<file path="config.mk">
export PLATFORM = sky130hd
export DESIGN_NAME = gfp_multiplier_flat
export DESIGN_NICKNAME = d
export VERILOG_FILES = /design/src/rtl/gfp_multiplier_if.sv /design/src/rtl/gfp_multiplier.sv /design/src/flat_wrapper.sv
export SDC_FILE = /design/constraint.sdc
export NUM_CORES = 1
export LEC_CHECK = 0
export CAP_MARGIN = 10
export CORE_MARGIN = 2
export CORE_UTILIZATION = 59
export CTS_BUF_LIST = sky130_fd_sc_hd__clkbuf_16
export DETAILED_ROUTE_END_ITERATION = 7
export HOLD_SLACK_MARGIN = 0.15
export PLACE_DENSITY_LB_ADDON = 0.12
export SYNTH_ARGS = -nofsm -noshare
export SYNTH_HDL_FRONTEND = slang
export SYNTH_SLANG_ARGS = --single-unit
</file>
<file path="constraint.sdc">
create_clock -name clk -period 4.94 [get_ports clk]
set_clock_uncertainty 0.05 [all_clocks]
set_input_delay 1.235 -clock clk [delete_from_list [all_inputs] [get_ports clk]]
set_output_delay 1.235 -clock clk [all_outputs]
set_load 0.05 [all_outputs]
</file>
<file path="src/rtl/gfp_multiplier_if.sv">
// Handshake and operand/result bundle for the sequential fixed-point multiplier.
// The master drives start/A/B; the slave (multiplier) returns busy/done/P/ovf.
interface gfp_multiplier_if #(
  parameter int WIDTH = 16
);
  logic             start;
  logic [WIDTH-1:0] A;
  logic [WIDTH-1:0] B;
  logic             busy;
  logic             done;
  logic [WIDTH-1:0] P;
  logic             ovf;

  modport master (output start, A, B, input busy, done, P, ovf);
  modport slave  (input start, A, B, output busy, done, P, ovf);
endinterface

</file>
<file path="src/rtl/gfp_multiplier.sv">
// Radix-2 shift-add unsigned Q(WIDTH-FRAC).FRAC multiplier, one multiplier bit per clock.
// Define GFP_MULT_ROUND_EN for round-half-up results; otherwise the product is truncated.
module gfp_multiplier #(
  parameter int WIDTH = 16,
  parameter int FRAC  = 8
) (
  input  logic               clk,
  input  logic               reset,
  gfp_multiplier_if.slave    bus
);

  localparam int              CW   = (WIDTH > 1) ? $clog2(WIDTH) : 1;
  localparam logic [CW-1:0]   LAST = CW'(WIDTH - 1);

  typedef enum logic [1:0] {IDLE, RUN, DONE} state_t;

  state_t             state;
  state_t             next_state;
  logic [WIDTH-1:0]   a_reg;
  logic [WIDTH-1:0]   b_reg;
  logic [2*WIDTH-1:0] acc;
  logic [2*WIDTH-1:0] acc_next;
  logic [CW-1:0]      cnt;
  logic [WIDTH-1:0]   p_reg;
  logic               ovf_reg;
  logic [2*WIDTH:0]   rounded;
  logic [2*WIDTH:0]   shifted;
  logic [WIDTH-1:0]   p_calc;
  logic               ovf_calc;

  always_ff @(posedge clk or negedge reset) begin
    if (!reset) state <= IDLE;
    else        state <= next_state;
  end

  always_comb begin
    next_state = state;
    case (state)
      IDLE:    if (bus.start) next_state = RUN;
      RUN:     if (cnt == LAST) next_state = DONE;
      DONE:    next_state = IDLE;
      default: next_state = IDLE;
    endcase
  end

  // The final accumulation is folded into the result so P registers on the last RUN edge;
  // the extra top bit keeps a rounding carry from wrapping past the overflow check.
  always_comb begin
    acc_next = acc;
    if (b_reg[0]) acc_next = acc + ({{WIDTH{1'b0}}, a_reg} << cnt);
`ifdef GFP_MULT_ROUND_EN
    rounded = {1'b0, acc_next} + ((2*WIDTH+1)'(1) << (FRAC - 1));
`else
    rounded = {1'b0, acc_next};
`endif
    shifted  = rounded >> FRAC;
    ovf_calc = |shifted[2*WIDTH:WIDTH];
    p_calc   = ovf_calc ? {WIDTH{1'b1}} : shifted[WIDTH-1:0];
  end

  always_ff @(posedge clk or negedge reset) begin
    if (!reset) begin
      a_reg   <= '0;
      b_reg   <= '0;
      acc     <= '0;
      cnt     <= '0;
      p_reg   <= '0;
      ovf_reg <= 1'b0;
    end else begin
      case (state)
        IDLE: begin
          if (bus.start) begin
            a_reg <= bus.A;
            b_reg <= bus.B;
            acc   <= '0;
            cnt   <= '0;
          end
        end
        RUN: begin
          acc   <= acc_next;
          b_reg <= b_reg >> 1;
          cnt   <= cnt + CW'(1);
          if (cnt == LAST) begin
            p_reg   <= p_calc;
            ovf_reg <= ovf_calc;
          end
        end
        default: ;
      endcase
    end
  end

  assign bus.busy = (state != IDLE);
  assign bus.done = (state == DONE);
  assign bus.P    = p_reg;
  assign bus.ovf  = ovf_reg;

endmodule

</file>
<file path="src/flat_wrapper.sv">
// flat-port wrapper written by rule: the top's interface ports become plain ports
module gfp_multiplier_flat 
#(
  parameter int WIDTH = 16,
  parameter int FRAC  = 8
)
  (clk, reset, bus_start, bus_A, bus_B, bus_busy, bus_done, bus_P, bus_ovf);
  gfp_multiplier_if #(.WIDTH(WIDTH)) bus_i ();
  input  logic clk;
  input  logic reset;
  input wire logic [$bits(bus_i.start)-1:0] bus_start;
  input wire logic [$bits(bus_i.A)-1:0] bus_A;
  input wire logic [$bits(bus_i.B)-1:0] bus_B;
  output wire logic [$bits(bus_i.busy)-1:0] bus_busy;
  output wire logic [$bits(bus_i.done)-1:0] bus_done;
  output wire logic [$bits(bus_i.P)-1:0] bus_P;
  output wire logic [$bits(bus_i.ovf)-1:0] bus_ovf;
  assign bus_i.start = bus_start;
  assign bus_i.A = bus_A;
  assign bus_i.B = bus_B;
  assign bus_busy = bus_i.busy;
  assign bus_done = bus_i.done;
  assign bus_P = bus_i.P;
  assign bus_ovf = bus_i.ovf;
  gfp_multiplier #(.WIDTH(WIDTH), .FRAC(FRAC)) u_core (.clk(clk), .reset(reset), .bus(bus_i));
endmodule
</file>
# [Yosys cells after proc, flatten, opt, wreduce, memory -nomap -nowiden]
# Cells that the tools add are included.
[word_totals] output_inout_bits=19 reg_bits=87 in_bits=35 wordCells=37
[op_classes] mux=11 shift=1 n_reduce_logical=9 n_eq_ne=6 add_sub_neg=2
[op_table] op="$mux 32" n=2
[op_table] op="$pmux 32 s2" n=1
[op_table] op="$add 32x32->32" n=1
[op_table] op="$mux 16" n=2
[op_table] op="$pmux 16 s2" n=1
[op_table] op="$shl 16x4->32" n=1
[op_table] op="$pmux 4 s2" n=1
[op_table] op="$reduce_and 2->1" n=4
[op_table] op="$reduce_or 8->1" n=1
[op_table] op="$add 4x1->4 const B" n=1
[op_table] op="$eq 4x4->1 const B" n=1
[op_table] op="$mux 2" n=2
[op_table] op="$mux 4" n=1
[op_table] op="$ne 2x1->1 const B" n=2
[op_table] op="$pmux 2 s2" n=1
[op_table] op="$reduce_bool 2->1" n=2
[op_table] op="$reduce_and 3->1" n=1
[op_table] op="$eq 2x1->1 const B" n=1
[op_table] op="$eq 2x2->1 const B" n=1
[op_table] op="$logic_not 2->1" n=1
[op_table] op="$ne 2x2->1 const B" n=1

# [Depth between registers and ports, before layout]
# Gate-level depths: netlist of run 1.
[logic_depth] ltp_word=5 depth_mapped=19 mapped_depth_nobuf=16

# [Worst setup path after synthesis of run 1]
# OpenSTA, ideal clock, no wires.
[synth_path] kind="register to register" start="register u_core.cnt[0]" end="register u_core.p_reg[10], in the netlist u_core.bus.P[10]" setup_time_ps=136 path_buffers=4 setup_slack_ps=710 t_arrival_ps=4044 t_required_ps=4754 path_stages_with_launch=19 synth_period_minus_slack_ps=4230 cell_sequence="dfrtp_1 clkbuf_1 buf_1 mux4_2 nand2_1 o21ai_0 nor2_1 a21oi_1 ha_1 buf_2 a21oi_1 o21ai_1 a221oi_2 o21ai_1 nor3_1 o21ai_1 a211oi_2 buf_2 a31oi_1"
[synth_between] elab_chain_len=5 elab_cells_between_ends=7 classes_between="1 x add/sub; 1 x eq/ne; 1 x shift; 2 x mux; 2 x reduce/logical"
[synth_lines] element="start, declared" line_no="gfp_multiplier.sv:23" source="logic [CW-1:0] cnt;"
[synth_lines] element="start signal, assigned" line_no="gfp_multiplier.sv:82" source="cnt <= cnt + CW'(1);"
[synth_lines] element="$shl 16x4->32" line_no="gfp_multiplier.sv:50" source="if (b_reg[0]) acc_next = acc + ({{WIDTH{1'b0}}, a_reg} << cnt);"
[synth_lines] element="$add 32x32->32" line_no="gfp_multiplier.sv:50"
[synth_lines] element="$mux 32" line_no="gfp_multiplier.sv:50"
[synth_lines] element="$reduce_or 8->1" line_no="gfp_multiplier.sv:57" source="ovf_calc = |shifted[2*WIDTH:WIDTH];"
[synth_lines] element="$mux 16" line_no="gfp_multiplier.sv:58" source="p_calc = ovf_calc ? {WIDTH{1'b1}} : shifted[WIDTH-1:0];"
[synth_lines] element="end signal, assigned" line_no="gfp_multiplier.sv:84" source="p_reg <= p_calc;"
[synth_lines] element="end, declared" line_no="gfp_multiplier.sv:24" source="logic [WIDTH-1:0] p_reg;"
# Several ways; a longest one is shown, not always the timed one. The select of a mux whose other input is x is not followed.
# A chain may end at the register's enable or synchronous reset.

# [Final worst setup path of run 1]
[layout_path] start="register u_core.cnt[0]" end="register u_core.p_reg[14], in the netlist u_core.bus.P[14]"
# The elaborated chain is that of the path after synthesis.

==> flow_summary.ini, run 1 <==
[cts]
cts_root_buffer = clkbuf_16
post_cts_buffers = 0
clock-sinks = 87
ctsResizeCount = 0
cts_buffers = 9
clk_latency_ns = 0.35
clock_path_buffers = 2
postCtsHoldBufs = 0
h-tree-depth = 3
clk_pin_slew_ns = 0.07
cts_tree = built

[global_route]
grt_pass1_wl_um = 29100
overflow = 0
grt_pass1_vias = 5804
grt_max_degree = 66
antenna_found_initial = 0
grtUsageTotal_pct = 32.1

[floorplan]
die_w_um = 108
fp.dieH_um = 108
row_count = 38
initial_core_util_pct = 59.9
io_pins = 54
die-area_um2 = 11800
core_um2 = 10700

[final_layout]
nets = 891
fin_util_pct = 68.5
antenna_cells = 0
largest_reg_flops = 32
regMostFlops = u_core.acc
stdcell_count = 968
final_cell_area_um2 = 7360
multi_input_area_um2 = 3950
drive_gt1_share_pct = 7.37
fill_cells = 908
seq_area_um2 = 2180
syn_to_final_growth_pct = 14.3

[routing]
vias = 6188
drt_pre_antenna_iters = 5
wire_per_inst_um = 18.6
totalWireLength_um = 18000
drcViolationCount = 0
final_antenna_net_count = 0
drt_iter0_markers = 495
vias_per_cell = 6.39

[setup_path]
worstRegToRegCells = 15
slowest_stage = o21ai_0
rrSetupSlack_ns = 0.39
critical_path_class = flop to flop
worst-path-buf-inv = 2
endpoint_kind = flop
r2r_start = u_core.cnt[0]
cp-start-kind = flop
crit_top_cell = o21ai_0
crit_path_end = u_core.bus.P[14]
cp.arrival_ns = 4.71
critPathMaxStageDelay_ns = 0.43
path_cells = buf_12 > mux2_2 > o21ai_0 > o21ai_0 > and2_1 > ha_1 > a21o_1 > a31oi_1 > o221ai_1 > nor3_2 > a21oi_1 > o311a_2 > o32ai_4 > buf_4 > a41oi_1
cp.required_ns = 5.10
crit_cells = 15
startpoint = u_core.cnt[0]
crit_family = compound AO/OA/AOI/OAI gates
crit_fanout = 26
r2r_end = u_core.bus.P[14]

[pwr]
p_leak_nw = 3.18
power_density_nw_per_um2 = 837
ir_drop_mv = 0.438

[timing]
period_share_pct = 92.1
setup_viol = 0
worst_slack_ns = 0.388
fin_crit_ns = 4.55
fmaxAchievable_mhz = 220
rsz0062_at_grt = no
final_max_slew_viol_count = 0
finalHoldViolCount = 0
tns_ns = 0
worst_pin_slew_ns = 0.904
max-slew-margin-rel_pct = 39.7

[yosys]
syn_nets = 862
synth_edf_count = 0
async_reset_ff_share_pct = 100
synth_flop_cell = dfrtp_1
ys_ff_latch = 87
ys_seq_area_share_pct = 33.8
ys_types = 72
netlist_instances = 794
syn-cell-area_um2 = 6440
yosysWarnings = 0
syn_avg_cell_area_um2 = 8.11

[worst_hold_path]
min_path_cells = 2
hold_path_class = flop to flop

[placement]
dpl_cell_area_um2 = 7070
dp.cells = 952
io_buffers = 53
place_congestion = 0.983
dp_slack_ns = 0.488
place_hpwl_um = 13400

[run_status]
status = complete, no violations

[job]
drv_cap = 0
[power breakdown]
part / internal, mW / switching, mW
Sequential: 0.994 / 0.217
Clock: 0.346 / 0.310
Combinational: 1.61 / 2.68
[layer usage]
| metal | track usage (%) | routed length, um |
|---|---|---|
| met5 | 0 | 0 |
| met1 | 43.0 | 7890 |
| met4 | 10.5 | 521 |
| met3 | 5.91 | 939 |
| met2 | 52.3 | 8660 |
[stage by stage]
stage / total power [mW] / hold WS, ns
final: 6.16 / 0.445
after detailed placement: 5.40 / 0.433
after global routing: 6.64 / 0.470
after CTS: 6.10 / 0.449
after floorplan: 4.34 / 0.405
after global placement: 5.31 / 0.421
[kinds of logic after synthesis]
family	share of synthesized area, %
AND/OR/NAND/NOR	21.7
AO/OA/AOI/OAI	24.4
buffers and inverters	4.84
flip-flops	33.8
XOR/XNOR	3.26
multiplexers	5.44
adder cells (fa/ha/maj)	6.53
[area by class of cell]
| cell class | instances | area share, % |
|---|---|---|
| sequential | 87 | 29.6 |
| clock inverter | 7 | 0.833 |
| tap | 140 | 2.38 |
| timing repair buffer | 74 | 9.49 |
| clock buffer | 9 | 3.06 |
| inverter | 19 | 0.969 |
| multi-input combinational | 632 | 53.7 |
[placed cells by master, fill, tap and decap left out, drive strengths merged, types with 15 or more instances in the layout]
cell type | synthesis | final
a21oi | 47 | 47
o21ai | 55 | 55
o22ai | 17 | 17
nand2 | 130 | 130
inv | 19 | 19
xnor2 | 15 | 15
nand3 | 22 | 22
a31oi | 20 | 20
dfrtp | 87 | 87
ha | 32 | 32
clkdlybuf4s50 | 0 | 52
nor2 | 87 | 87
nor3 | 17 | 17
mux2i | 26 | 26
buf | 18 | 22
[worst min path at each step]
| stage | start | endpoint | slack, ns |
|---|---|---|---|
| floorplan | u_core.acc[7] | u_core.acc[7] | 0.41 |
| global placement | u_core.acc[6] | u_core.acc[6] | 0.42 |
| detailed placement | u_core.acc[4] | u_core.acc[4] | 0.43 |
| CTS | u_core.acc[6] | u_core.acc[6] | 0.45 |
| global route | u_core.acc[2] | u_core.acc[2] | 0.47 |
| finish | u_core.acc[4] | u_core.acc[4] | 0.44 |
[worst register-to-register path, cell delays in order (launching register included)]
cell	delay (ns)
dfrtp_1	0.38
buf_12	0.19
mux2_2	0.36
o21ai_0	0.43
o21ai_0	0.18
and2_1	0.21
ha_1	0.39
a21o_1	0.25
a31oi_1	0.21
o221ai_1	0.19
nor3_2	0.38
a21oi_1	0.12
o311a_2	0.38
o32ai_4	0.27
buf_4	0.26
a41oi_1	0.15
[cell usage after synthesis, types with 3 or more instances]
| library cell | instances | area share [%] |
|---|---|---|
| buf_2 | 13 | 1.0 |
| nand2b_1 | 5 | 0.49 |
| a211o_1 | 3 | 0.41 |
| a2111oi_0 | 3 | 0.41 |
| nand4_1 | 10 | 0.97 |
| mux2i_1 | 26 | 4.0 |
| a311o_1 | 3 | 0.47 |
| o22ai_1 | 17 | 1.7 |
| a41oi_1 | 7 | 0.95 |
| ha_1 | 32 | 6.2 |
| dfrtp_1 | 87 | 34 |
| a21o_1 | 13 | 1.5 |
| and2_1 | 7 | 0.68 |
| nor2b_1 | 14 | 1.4 |
| xor2_1 | 9 | 1.2 |
| a22o_1 | 4 | 0.54 |
| o21a_1 | 9 | 1.0 |
| clkbuf_1 | 36 | 2.1 |
| nand3_1 | 22 | 1.7 |
| nor3b_1 | 5 | 0.58 |
| o21ai_1 | 4 | 0.31 |
| buf_1 | 3 | 0.17 |
| o21ai_0 | 51 | 4.0 |
| xnor2_1 | 15 | 2.0 |
| or3_1 | 4 | 0.39 |
| mux2_2 | 4 | 0.70 |
| a21oi_1 | 46 | 3.6 |
| nand2_1 | 130 | 7.6 |
| a211oi_1 | 8 | 0.93 |
| and4_1 | 4 | 0.54 |
| o2111ai_1 | 3 | 0.41 |
| o21bai_1 | 3 | 0.35 |
| inv_1 | 19 | 1.1 |
| o31ai_1 | 7 | 0.82 |
| nor2_1 | 86 | 5.0 |
| nor3_1 | 15 | 1.2 |
| o211ai_1 | 5 | 0.58 |
| a31oi_1 | 20 | 1.9 |
Power figures use the tool's default switching activity.
==> inputs of run 2 (changes only) <==
--- a/config.mk
+++ b/config.mk
@@ -5,13 +5,15 @@
 export SDC_FILE = /design/constraint.sdc
 export NUM_CORES = 1
 export LEC_CHECK = 0
+export ABC_AREA = 1
 export CAP_MARGIN = 10
+export CORE_ASPECT_RATIO = 1.4
 export CORE_MARGIN = 2
-export CORE_UTILIZATION = 59
+export CORE_UTILIZATION = 60
 export CTS_BUF_LIST = sky130_fd_sc_hd__clkbuf_16
 export DETAILED_ROUTE_END_ITERATION = 7
 export HOLD_SLACK_MARGIN = 0.15
-export PLACE_DENSITY_LB_ADDON = 0.12
+export PLACE_DENSITY = 0.78
 export SYNTH_ARGS = -nofsm -noshare
 export SYNTH_HDL_FRONTEND = slang
 export SYNTH_SLANG_ARGS = --single-unit
==> run 2 against run 1 <==
Against the previous run:
- area after synthesis up 8.5%
- register-to-register slack better by 0.36 ns
- global-route usage down 0.43 points
- critical path depth up 6
- first-iteration DRC count down 24%
- utilization up 1.1 points
- critical path type unchanged
- critical endpoint is now u_core.bus.P[9]
==> flow_summary.ini, run 2 <==
[setup_path]
critical_path_class = flop to flop
cp-start-kind = flop
startpoint = u_core.cnt[1]
cp.arrival_ns = 4.38
cp.required_ns = 5.13
crit_fanout = 22
r2r_start = u_core.cnt[1]
endpoint_kind = flop

[final_layout]
stdcell_count = 1284
nets = 1203
final_cell_mix = nand2_1, inv_1, dfrtp_1
antenna_cells = 0
largest_reg_flops = 32
drive_gt1_share_pct = 6.84
multi_input_area_um2 = 3990
seq_area_um2 = 2180
fin_util_pct = 69.6
fill_cells = 1053
final_common_cell = nand2_1
final_cell_area_um2 = 7890
syn_to_final_growth_pct = 13.0
regMostFlops = u_core.acc

[cts]
clock-sinks = 87
h-tree-depth = 3
clock_path_buffers = 2
clk_latency_ns = 0.35
clk_pin_slew_ns = 0.08
postCtsHoldBufs = 0
cts_buffers = 9
cts_root_buffer = clkbuf_16
ctsResizeCount = 0
cts_tree = built
post_cts_buffers = 0

[floorplan]
core_um2 = 11300
io_pins = 54
die-area_um2 = 12500
die_w_um = 95.2
fp.dieH_um = 132
initial_core_util_pct = 61.6
row_count = 46

[timing]
worst_pin_slew_ns = 0.805
rsz0062_at_grt = no
finalHoldViolCount = 0
final_max_slew_viol_count = 0
fin_crit_ns = 4.19
period_share_pct = 84.9
setup_viol = 0
max-slew-margin-rel_pct = 46.3
tns_ns = 0
fmaxAchievable_mhz = 239

[routing]
wire_per_inst_um = 14.8
vias = 6870
final_antenna_net_count = 0
drt_pre_antenna_iters = 5
drt_iter0_markers = 376
drcViolationCount = 0
vias_per_cell = 5.35
totalWireLength_um = 19000

[yosys]
syn_nets = 1169
netlist_instances = 1101
async_reset_ff_share_pct = 100
ys_types = 42
syn_avg_cell_area_um2 = 6.34
post-synth-top-count-cell = nand2_1
ys_seq_area_share_pct = 31.2
ys_ff_latch = 87
syn-cell-area_um2 = 6990
synth_area_leader_cell = dfrtp_1
synth_top_area_share_pct = 31.2
synth_area_leaders = dfrtp_1, nand2_1, inv_1
synth_flop_cell = dfrtp_1
yosysWarnings = 0
synth_commonest_cells = nand2_1, inv_1, dfrtp_1
synth_edf_count = 0

[placement]
place_hpwl_um = 14800
io_buffers = 53
dpl_cell_area_um2 = 7590
place_congestion = 0.970
dp.cells = 1268

[global_route]
grtUsageTotal_pct = 31.6
overflow = 0
antenna_found_initial = 0
grt_max_degree = 61
grt_pass1_vias = 6573
grt_pass1_wl_um = 30800

[run_status]
status = complete, no violations

[worst_hold_path]
hold_start = u_core.a_reg[4]
hold_path_class = flop to flop

[job]
drv_cap = 0
## run 2: worst paths after layout
path,endpoint,slack [ns],cells after the start
max,u_core.bus.P[9],0.75,21
min,u_core.a_reg[4],0.46,2
max reg2reg,u_core.bus.P[9],0.75,21
min reg2reg,u_core.a_reg[4],0.46,2
max in group asynchronous,u_core.acc[12],3.03,2
min in group asynchronous,u_core.acc[6],0.93,1
## run 2: critical path: stages, from the launching register on
cell and delay, ns:
dfrtp_1 0.71, clkinv_1 0.51, nand3_1 0.23, o21ai_0 0.13, o21ai_0 0.30, nand2_1 0.08, o21ai_0 0.13, ha_1 0.34
nand2_1 0.09, nand2_1 0.10, a21oi_1 0.18, nand2_1 0.10, a21oi_1 0.24, nand2_1 0.08, nand2_1 0.06, nand3_1 0.08
nand2_2 0.12, nand2_4 0.07, nor2_8 0.15, nand2_4 0.07, nand2_4 0.17, nand2_1 0.08
## run 2: per-stage QoR
step | setup slack, ns | hold WS (ns)
finish | 0.748 | 0.455
detailed placement | 0.776 | 0.435
global route | 0.245 | 0.475
floorplan | 1.75 | 0.420
CTS | 0.744 | 0.456
global placement | 0.817 | 0.437
## run 2: cell families (layout without fill, tap and decap cells)
| group | after synthesis | count (layout) | share of synthesized area [%] |
|---|---|---|---|
| AO/OA/AOI/OAI | 146 | 146 | 12.3 |
| XOR/XNOR | 15 | 15 | 1.88 |
| adder cells (fa/ha/maj) | 33 | 33 | 6.02 |
| buffers and inverters | 211 | 250 | 11.7 |
| flip-flops | 87 | 87 | 31.2 |
| multiplexers | 2 | 2 | 0.287 |
| AND/OR/NAND/NOR | 607 | 607 | 36.6 |
## run 2: routing by layer
metal	global-route usage (%)	wire length [um]
met5	0	0
met2	56.4	9900
met4	15.9	901
met1	36.1	7640
met3	3.67	593
## run 2: layout make-up
class / instances / area share [%]
Inverter: 173 / 8.25
Clock buffer: 9 / 2.85
Sequential cell: 87 / 27.6
Timing Repair Buffer: 61 / 7.45
Multi-Input combinational cell: 803 / 50.6
Tap cell: 144 / 2.28
Clock inverter: 7 / 0.951
Power of run 2 is left out: the tool's default activity adds up to more than one toggle a clock period on the data nets, which glitch-free logic cannot reach.
==> inputs of run 3 (changes only) <==
==> constraint.sdc (replaced) <==
create_clock -name clk -period 3.9 [get_ports clk]
set_clock_uncertainty 0.05 [all_clocks]
set_input_delay 0.975 -clock clk [delete_from_list [all_inputs] [get_ports clk]]
set_output_delay 0.975 -clock clk [all_outputs]
set_load 0.05 [all_outputs]
==> run 3 against run 2 <==
Against the previous run:
- via count increased by 1.5%
- critical path type unchanged
- register-to-register slack worse by 0.46 ns
- critical endpoint is now u_core.bus.P[13]
- non-clock buffer count is 10 higher
- global-route usage grew 0.16 points
- highest routed layer unchanged
- final cell count increased by 1.0%
==> flow_summary.ini, run 3 (synthesis gave the netlist of run 2 again) <==
[final_layout]
nets = 1216
syn_to_final_growth_pct = 14.9
fill_cells = 1040
final_common_cell = nand2_1
drive_gt1_share_pct = 8.67
antenna_cells = 0
largest_reg_flops = 32
final_cell_mix = nand2_1, inv_1, dfrtp_1
regMostFlops = u_core.acc

[floorplan]
initial_core_util_pct = 61.6
die_w_um = 95.2
row_count = 46
io_pins = 54
fp.dieH_um = 132
die-area_um2 = 12500
core_um2 = 11300

[cts]
h-tree-depth = 3
clk_latency_ns = 0.35
clk_pin_slew_ns = 0.07
clock-sinks = 87
clock_path_buffers = 2
cts_buffers = 9
cts_tree = built
cts_root_buffer = clkbuf_16

[setup_path]
crit_fanout = 12
endpoint_kind = flop
cp.required_ns = 4.09
path_cells = clkinvlp_4 > nand2_1 > nand2_1 > o21ai_0 > o21ai_0 > nand2_1 > o21ai_0 > ha_1 > nand2_1 > nor2_2 > and2_1 > nand2_1 > nand2_2 > nand2_1 > nand3_1 > nand3_1 > nand2_1 > nand2_2 > nor2_8 > nand2_4 > nand2_8 > nand2_1
critPathMaxStageDelay_ns = 0.44
crit_top_cell = nand2_1
critical_path_class = flop to flop
worstRegToRegCells = 22
worst-path-buf-inv = 1
crit_family = simple AND/OR/NAND/NOR gates
crit_cells = 22
cp.arrival_ns = 3.80
slowest_stage = dfrtp_2
cp-start-kind = flop

[placement]
dp_slack_ns = 0.211
place_congestion = 1.00
place_hpwl_um = 15100
io_buffers = 53

[global_route]
antenna_found_initial = 0
grtUsageTotal_pct = 31.8
grt_pass1_wl_um = 30900
grt_max_degree = 50
overflow = 0
grt_pass1_vias = 6443

[timing]
worst_slack_ns = 0.292
setup_viol = 0
period_share_pct = 92.5
rsz0062_at_grt = no
fmaxAchievable_mhz = 277
max-slew-margin-rel_pct = 45.9
worst_pin_slew_ns = 0.810
fin_crit_ns = 3.61
final_max_slew_viol_count = 0
tns_ns = 0
finalHoldViolCount = 0

[routing]
totalWireLength_um = 19500
top_layer = met4
wire_per_inst_um = 15.0
m1WireLength_um = 7780
vias = 6976
final_antenna_net_count = 0
drt_iter0_markers = 368
wl_met3_um = 789
drt_pre_antenna_iters = 5
wl_met2_um = 9960
vias_per_cell = 5.38
drcViolationCount = 0

[worst_hold_path]
min_path_cells = 2
hold_path_class = flop to flop

[job]
drv_cap = 0

[run_status]
status = complete, no violations
-- run 3: final cells by class --
class | instances | area, um^2 | share of cell area [%]
Multi-Input combinational cell | 803 | 4020 | 50.1
Sequential cell | 87 | 2180 | 27.2
Timing Repair Buffer | 71 | 667 | 8.31
Inverter | 173 | 658 | 8.20
Clock buffer | 9 | 225 | 2.81
Tap cell | 144 | 180 | 2.25
Clock inverter | 7 | 77.6 | 0.967
Timing Repair inverter | 3 | 20.0 | 0.249
-- run 3: per-layer routing --
metal  track usage [%]  vias up
met5                 0        -
met4              14.6        0
met3              6.54       53
met2              54.1      172
met1              37.6     3194
li1                  -     3557
-- run 3: worst min-delay path: stages (launching register included) --
cell	delay (ns)
dfrtp_1	0.36
nand2_1	0.06
nand2_1	0.05
-- run 3: what timing repair did --
action	CTS	global route
setup buffers	0	5
endpoints found under the setup margin	0	17
gates resized for setup	0	21
hold buffers	0	0
-- run 3: path summary, 6_finish.rpt --
path	start	to	slack, ns
max	u_core.cnt[0]	u_core.bus.P[13]	0.29
min	u_core.a_reg[8]	u_core.a_reg[8]	0.46
max reg2reg	u_core.cnt[0]	u_core.bus.P[13]	0.29
min reg2reg	u_core.a_reg[8]	u_core.a_reg[8]	0.46
max in group asynchronous	reset	u_core.cnt[0]	2.39
min in group asynchronous	reset	u_core.acc[5]	0.63
-- run 3: metrics by stage --
| stage | area [um^2] | std cells | util [%] | hold WS, ns |
|---|---|---|---|---|
| 5_1_grt | 8020 | 1297 | 70.8 | 0.495 |
| 2_1_floorplan | 6990 | 1101 | - | 0.420 |
| 6_report | 8020 | 1297 | 70.8 | 0.458 |
| 3_3_place_gp | 7630 | 1273 | 67.3 | 0.440 |
| 3_5_place_dp | 7630 | 1273 | 67.3 | 0.441 |
| 4_1_cts | 7930 | 1289 | 69.9 | 0.459 |
Power of run 3 is left out for the same reason.
